[config.mk]
export PLATFORM = sky130hd
export DESIGN_NAME = vga_hit_probe
export DESIGN_NICKNAME = d
export VERILOG_FILES = /design/src/rtl/vga_hit_probe.sv
export SDC_FILE = /design/constraint.sdc
export NUM_CORES = 1
export LEC_CHECK = 0
export CAP_MARGIN = 20
export CORE_MARGIN = 2
export CORE_UTILIZATION = 50
export CTS_CLUSTER_SIZE = 30
export DETAILED_ROUTE_END_ITERATION = 8
export GPL_TIMING_DRIVEN = 0
export PLACE_DENSITY = 0.86
export SLEW_MARGIN = 30
export SYNTH_ARGS = -nofsm -noshare
export SYNTH_HDL_FRONTEND = slang
export SYNTH_SLANG_ARGS = --single-unit
[constraint.sdc]
create_clock -name clk -period 2.56 [get_ports clk]
set_clock_uncertainty 0.15 [all_clocks]
set_input_delay 0.64 -clock clk [delete_from_list [all_inputs] [get_ports clk]]
set_output_delay 0.64 -clock clk [all_outputs]
set_load 0.005 [all_outputs]
[src/rtl/vga_hit_probe.sv]
// vga_hit_probe: scores a click by counting duck-key pixels in a window around the cursor over the next full frame.
// Optional PROBE_SCORE_EN adds a saturating 8-bit hit score output.
module vga_hit_probe #(
    parameter int          H_ACTIVE = 1024,
    parameter int          V_ACTIVE = 768,
    parameter logic [11:0] KEY_RGB  = 12'hA52,
    parameter logic [11:0] KEY_MASK = 12'hFFF,
    parameter int          WIN      = 4,
    parameter int          MIN_HITS = 3
) (
    input  logic        clk,
    input  logic        rst,
    input  logic [10:0] vcount,
    input  logic [10:0] hcount,
    input  logic        vblnk,
    input  logic        hblnk,
    input  logic [11:0] rgb,
    input  logic        click,
    input  logic [10:0] xpos,
    input  logic [10:0] ypos,
    output logic        busy,
    output logic        hit,
    output logic        miss
`ifdef PROBE_SCORE_EN
    ,
    output logic [7:0]  score
`endif
);
    localparam logic [11:0] WIN_W = 12'(WIN);
    localparam logic [11:0] H_MAX = 12'(H_ACTIVE - 1);
    localparam logic [11:0] V_MAX = 12'(V_ACTIVE - 1);
    localparam logic [11:0] MIN_W = 12'(MIN_HITS);

    typedef enum logic [1:0] {IDLE, ARMED, SCAN, DECIDE} state_t;

    state_t      state_q, state_d;
    logic [11:0] count_q, count_d;
    logic [11:0] x_lo_q, x_lo_d, x_hi_q, x_hi_d;
    logic [11:0] y_lo_q, y_lo_d, y_hi_q, y_hi_d;
    logic        valid_q, valid_d, last_q, last_d;
    logic [11:0] xw, yw, hw, vw;
    logic        in_win, key_px, frame_start, last_px;

    assign xw          = {1'b0, xpos};
    assign yw          = {1'b0, ypos};
    assign hw          = {1'b0, hcount};
    assign vw          = {1'b0, vcount};
    assign in_win      = valid_q && hw >= x_lo_q && hw <= x_hi_q && vw >= y_lo_q && vw <= y_hi_q;
    assign key_px      = !hblnk && !vblnk && in_win && ((rgb & KEY_MASK) == (KEY_RGB & KEY_MASK));
    assign frame_start = vcount == 11'd0 && hcount == 11'd0;
    assign last_px     = vw == V_MAX && hw == H_MAX;
    assign busy        = state_q != IDLE;

    always_comb begin
        state_d = state_q;
        count_d = count_q;
        x_lo_d  = x_lo_q;
        x_hi_d  = x_hi_q;
        y_lo_d  = y_lo_q;
        y_hi_d  = y_hi_q;
        valid_d = valid_q;
        last_d  = 1'b0;
        hit     = 1'b0;
        miss    = 1'b0;
        case (state_q)
            IDLE: if (click) begin
                x_lo_d  = (xw >= WIN_W) ? xw - WIN_W : 12'd0;
                x_hi_d  = (xw + WIN_W > H_MAX) ? H_MAX : xw + WIN_W;
                y_lo_d  = (yw >= WIN_W) ? yw - WIN_W : 12'd0;
                y_hi_d  = (yw + WIN_W > V_MAX) ? V_MAX : yw + WIN_W;
                // an off-screen cursor must never score, even where clamping would leave a sliver
                valid_d = xw <= H_MAX && yw <= V_MAX;
                state_d = ARMED;
            end
            ARMED: if (frame_start) begin
                count_d = key_px ? 12'd1 : 12'd0;
                state_d = SCAN;
            end
            SCAN: begin
                count_d = (key_px && count_q != 12'hFFF) ? count_q + 12'd1 : count_q;
                last_d  = last_px;
                state_d = last_q ? DECIDE : SCAN;
            end
            DECIDE: begin
                hit     = count_q >= MIN_W;
                miss    = !(count_q >= MIN_W);
                state_d = IDLE;
            end
            default: state_d = IDLE;
        endcase
    end

    always_ff @(posedge clk or negedge rst) begin
        if (!rst) begin
            state_q <= IDLE;
            count_q <= '0;
            x_lo_q  <= '0;
            x_hi_q  <= '0;
            y_lo_q  <= '0;
            y_hi_q  <= '0;
            valid_q <= 1'b0;
            last_q  <= 1'b0;
        end else begin
            state_q <= state_d;
            count_q <= count_d;
            x_lo_q  <= x_lo_d;
            x_hi_q  <= x_hi_d;
            y_lo_q  <= y_lo_d;
            y_hi_q  <= y_hi_d;
            valid_q <= valid_d;
            last_q  <= last_d;
        end
    end

`ifdef PROBE_SCORE_EN
    logic [7:0] score_q, score_d;

    assign score_d = (hit && score_q != 8'hFF) ? score_q + 8'd1 : score_q;
    assign score   = score_q;

    always_ff @(posedge clk or negedge rst) begin
        if (!rst) score_q <= '0;
        else      score_q <= score_d;
    end
`endif
endmodule

==> metrics.txt <==
relative slew slack=36.1%; area of the core=between 0.009 and 0.01 mm^2; overall routing resource usage=28.8%; dpl cell area=0.00540 mm^2; Final Hold Viols=0; deepest level of the CTS H-tree=3; routability-driven placement congestion ratio=0.893; maximum number of pins on one net before global-route repair=55; sequential-to-total area share from yosys stat=about a third; number of clock sinks=64; achievable frequency=298 MHz; Die Y=~100 um; post-synthesis sequential element count=64; WP data required=2650 ps; Clock Pin Slew Worst Setup and Hold Paths=80 ps; crit path kind=register to register; final count of negative-setup-slack endpoints=12; DRC violation count after routing=0; mean instance size in the synthesized netlist=8.73 um^2; buffers added on ports=56; Post-Syn Instances=531; detailed-route vias per instance=6.63; die area=0.0101 mm^2; final wirelength=15600 um; number of rows in the core area=35; post-route worst hold slack=371 ps; kind of start point of the critical path=register; top-level I/O count=64; number of synthesized flops with an enable pin=0; NumNets Final=737; clock insertion delay at the later pin of the skew report=350 ps; first-pass GRT wire length=22900 um; final antenna diode count=0; total CTS buffers=9; aggregate negative setup slack=-7760 ps; Period minus WS final=3350 ps; post-DR wirelength/cell=21.1 um; maxcap violations=0; outcome=complete, but fails checks; worst hold path type=register to register; unrepaired setup endpoints after global routing=yes; Static Leakage=around 2.7 nW; Worst-Margin Slew=around 950 ps; power density relative to cell area=816 mW/mm^2; CTS Root Buffer Type=sky130_fd_sc_hd__clkbuf_8; share of layout cells above drive strength 1=20.6%; count of cell types in the netlist=55; CP Max Fanout=6; non-filler instance count after layout=736; number of warnings printed during yosys synthesis=0; Netlist Area Pre-Place=0.00463 mm^2; share of async-settable or async-resettable flops after synthesis=100%; Final Cycle Share=131%; P&R area growth vs syn=34.4%; worst IR drop on VDD=just under 400 uV; commonest cells after routing, fill and taps aside=63 x sky130_fd_sc_hd__inv_1, 60 x sky130_fd_sc_hd__dfrtp_1, 39 x sky130_fd_sc_hd__ha_1, 33 x sky130_fd_sc_hd__o21ai_0, 29 x sky130_fd_sc_hd__nand2_1; total iterations of the first detailed-routing run=5; top area cells in the synthesized netlist=sky130_fd_sc_hd__dfrtp_1 35%, sky130_fd_sc_hd__ha_1 15%, sky130_fd_sc_hd__inv_1 5.3%; HPWL after DPL=9780 um; data arrival time at the worst-slack endpoint=between 3000 and 4000 ps; most common library cell in the layout ignoring fill and taps=sky130_fd_sc_hd__inv_1; area of all placed cells without fillers=0.00623 mm^2; die width=roughly 100 um; initial core utilization=50.9%; number of cells after detailed placement=699; antenna viol nets, final=0; top cell type by total area after synthesis=sky130_fd_sc_hd__dfrtp_1; number of DRC violations after detailed-routing iteration 0=415; max-slew violation total from the final report=0; maximum buffer depth of the clock tree=2; via count of the first global-routing pass=4651; Post-Syn Nets=about 650; worst setup slack after layout=-792 ps; Filler Cell Count=627; Yosys top cell area share=34.6%; leading register cell type out of synthesis=sky130_fd_sc_hd__dfrtp_1; count of vias placed by the detailed router=a little under 5000; CTS tree=built; initial antenna violation count=0; kind of end point of the critical path=register; violations in the final reports=setup timing; global route total overflow=0
## power breakdown
group / internal (mW) / switching [mW]
registers: 1.35 / 0.137
clock network: 0.574 / 0.435
logic: 1.02 / 1.56
total: 2.95 / 2.13
## routing by layer
metal / part of all wire (%) / wire length, um / track usage [%]
met5: 0 / 0 / 0
met4: 5.8 / 909 / 13.7
met3: 7.8 / 1220 / 4.53
met2: 49 / 7590 / 49.5
met1: 38 / 5840 / 35.5
## critical path, cell delays in order (launching register included)
cell and delay, ps:
sky130_fd_sc_hd__dfrtp_2 460, sky130_fd_sc_hd__ha_4 300, sky130_fd_sc_hd__nand4_1 320, sky130_fd_sc_hd__nor3_2 420, sky130_fd_sc_hd__o311ai_2 130, sky130_fd_sc_hd__a211o_1 250, sky130_fd_sc_hd__or4b_4 520, sky130_fd_sc_hd__buf_6 170
sky130_fd_sc_hd__o311a_1 280, sky130_fd_sc_hd__a221o_1 250
## synthesized netlist by cell type, drive strengths merged (5+ instances only)
cell	n
a21o	5
a21oi	15
a22oi	7
a31oi	5
and3	9
clkbuf	18
dfrtp	64
ha	56
inv	65
nand2	30
nand3	18
nand3b	5
nand4	14
nor2	26
nor3	19
nor4	10
o211ai	8
o21ai	39
o22ai	24
or3	6
or4	7
xnor2	12
xor2	9
## layout make-up
class	instances	area (um^2)	share of cell area, %
inverter	65	244	3.92
sequential	64	1610	25.8
timing repair buffer	78	701	11.3
clock inverter	5	80.1	1.29
buffer	20	98.8	1.59
multi-input combinational	382	3220	51.7
clock buffer	11	141	2.27
tap	111	139	2.23
## through the flow
| stage | setup slack (ps) | util, % | total power, mW |
|---|---|---|---|
| after CTS | -410 | 66.4 | 4.68 |
| after detailed placement | -1290 | 59.3 | 3.48 |
| after global placement | -1290 | 59.0 | 3.32 |
| final | -792 | 68.4 | 5.08 |
| after floorplan | -511 | - | 2.81 |
| after global routing | -875 | 68.4 | 5.32 |
## cells by family (layout without fill, tap and decap cells)
family / count (synthesis) / count (layout) / share of synthesized area (%)
AOI/OAI and AO/OA: 132 / 133 / 18.4
xor gates and xnor gates: 21 / 21 / 3.97
and+or+nand+nor: 170 / 170 / 20.3
muxes: 2 / 2 / 0.459
adders and majority gates: 56 / 56 / 15.1
buffers and inverters: 86 / 179 / 7.18
DFF: 64 / 64 / 34.6
## worst paths after layout
kind                            start          end  slack, ps  cells after the start
min reg2reg                x_hi_q[11]   x_hi_q[11]        370                      1
max                         y_hi_q[0]  count_q[10]       -790                      9
min in group asynchronous         rst   count_q[8]        510                      2
max reg2reg                 y_hi_q[0]  count_q[10]       -790                      9
min                        x_hi_q[11]   x_hi_q[11]        370                      1
max in group asynchronous         rst    y_hi_q[0]       1220                      3
## sequential cells by signal (all words and copies together), names as in the netlist
signal,flops
count_q,12
y_hi_q,12
valid_q,1
y_lo_q,12
x_hi_q,12
state_q,2
x_lo_q,12
last_q,1
## what timing repair did
| item | 4_1_cts | 5_1_grt |
|---|---|---|
| gates resized for setup | 148 | 31 |
| cloned | 3 | 0 |
| hold buffers | 1 | 0 |
| hold endpoints to repair | 10 | 0 |
| pin swaps | 37 | 15 |
| endpoints found under the setup margin | 54 | 37 |
| buffers inserted | 13 | 5 |
Note: power is estimated with default switching activity, not from simulation.
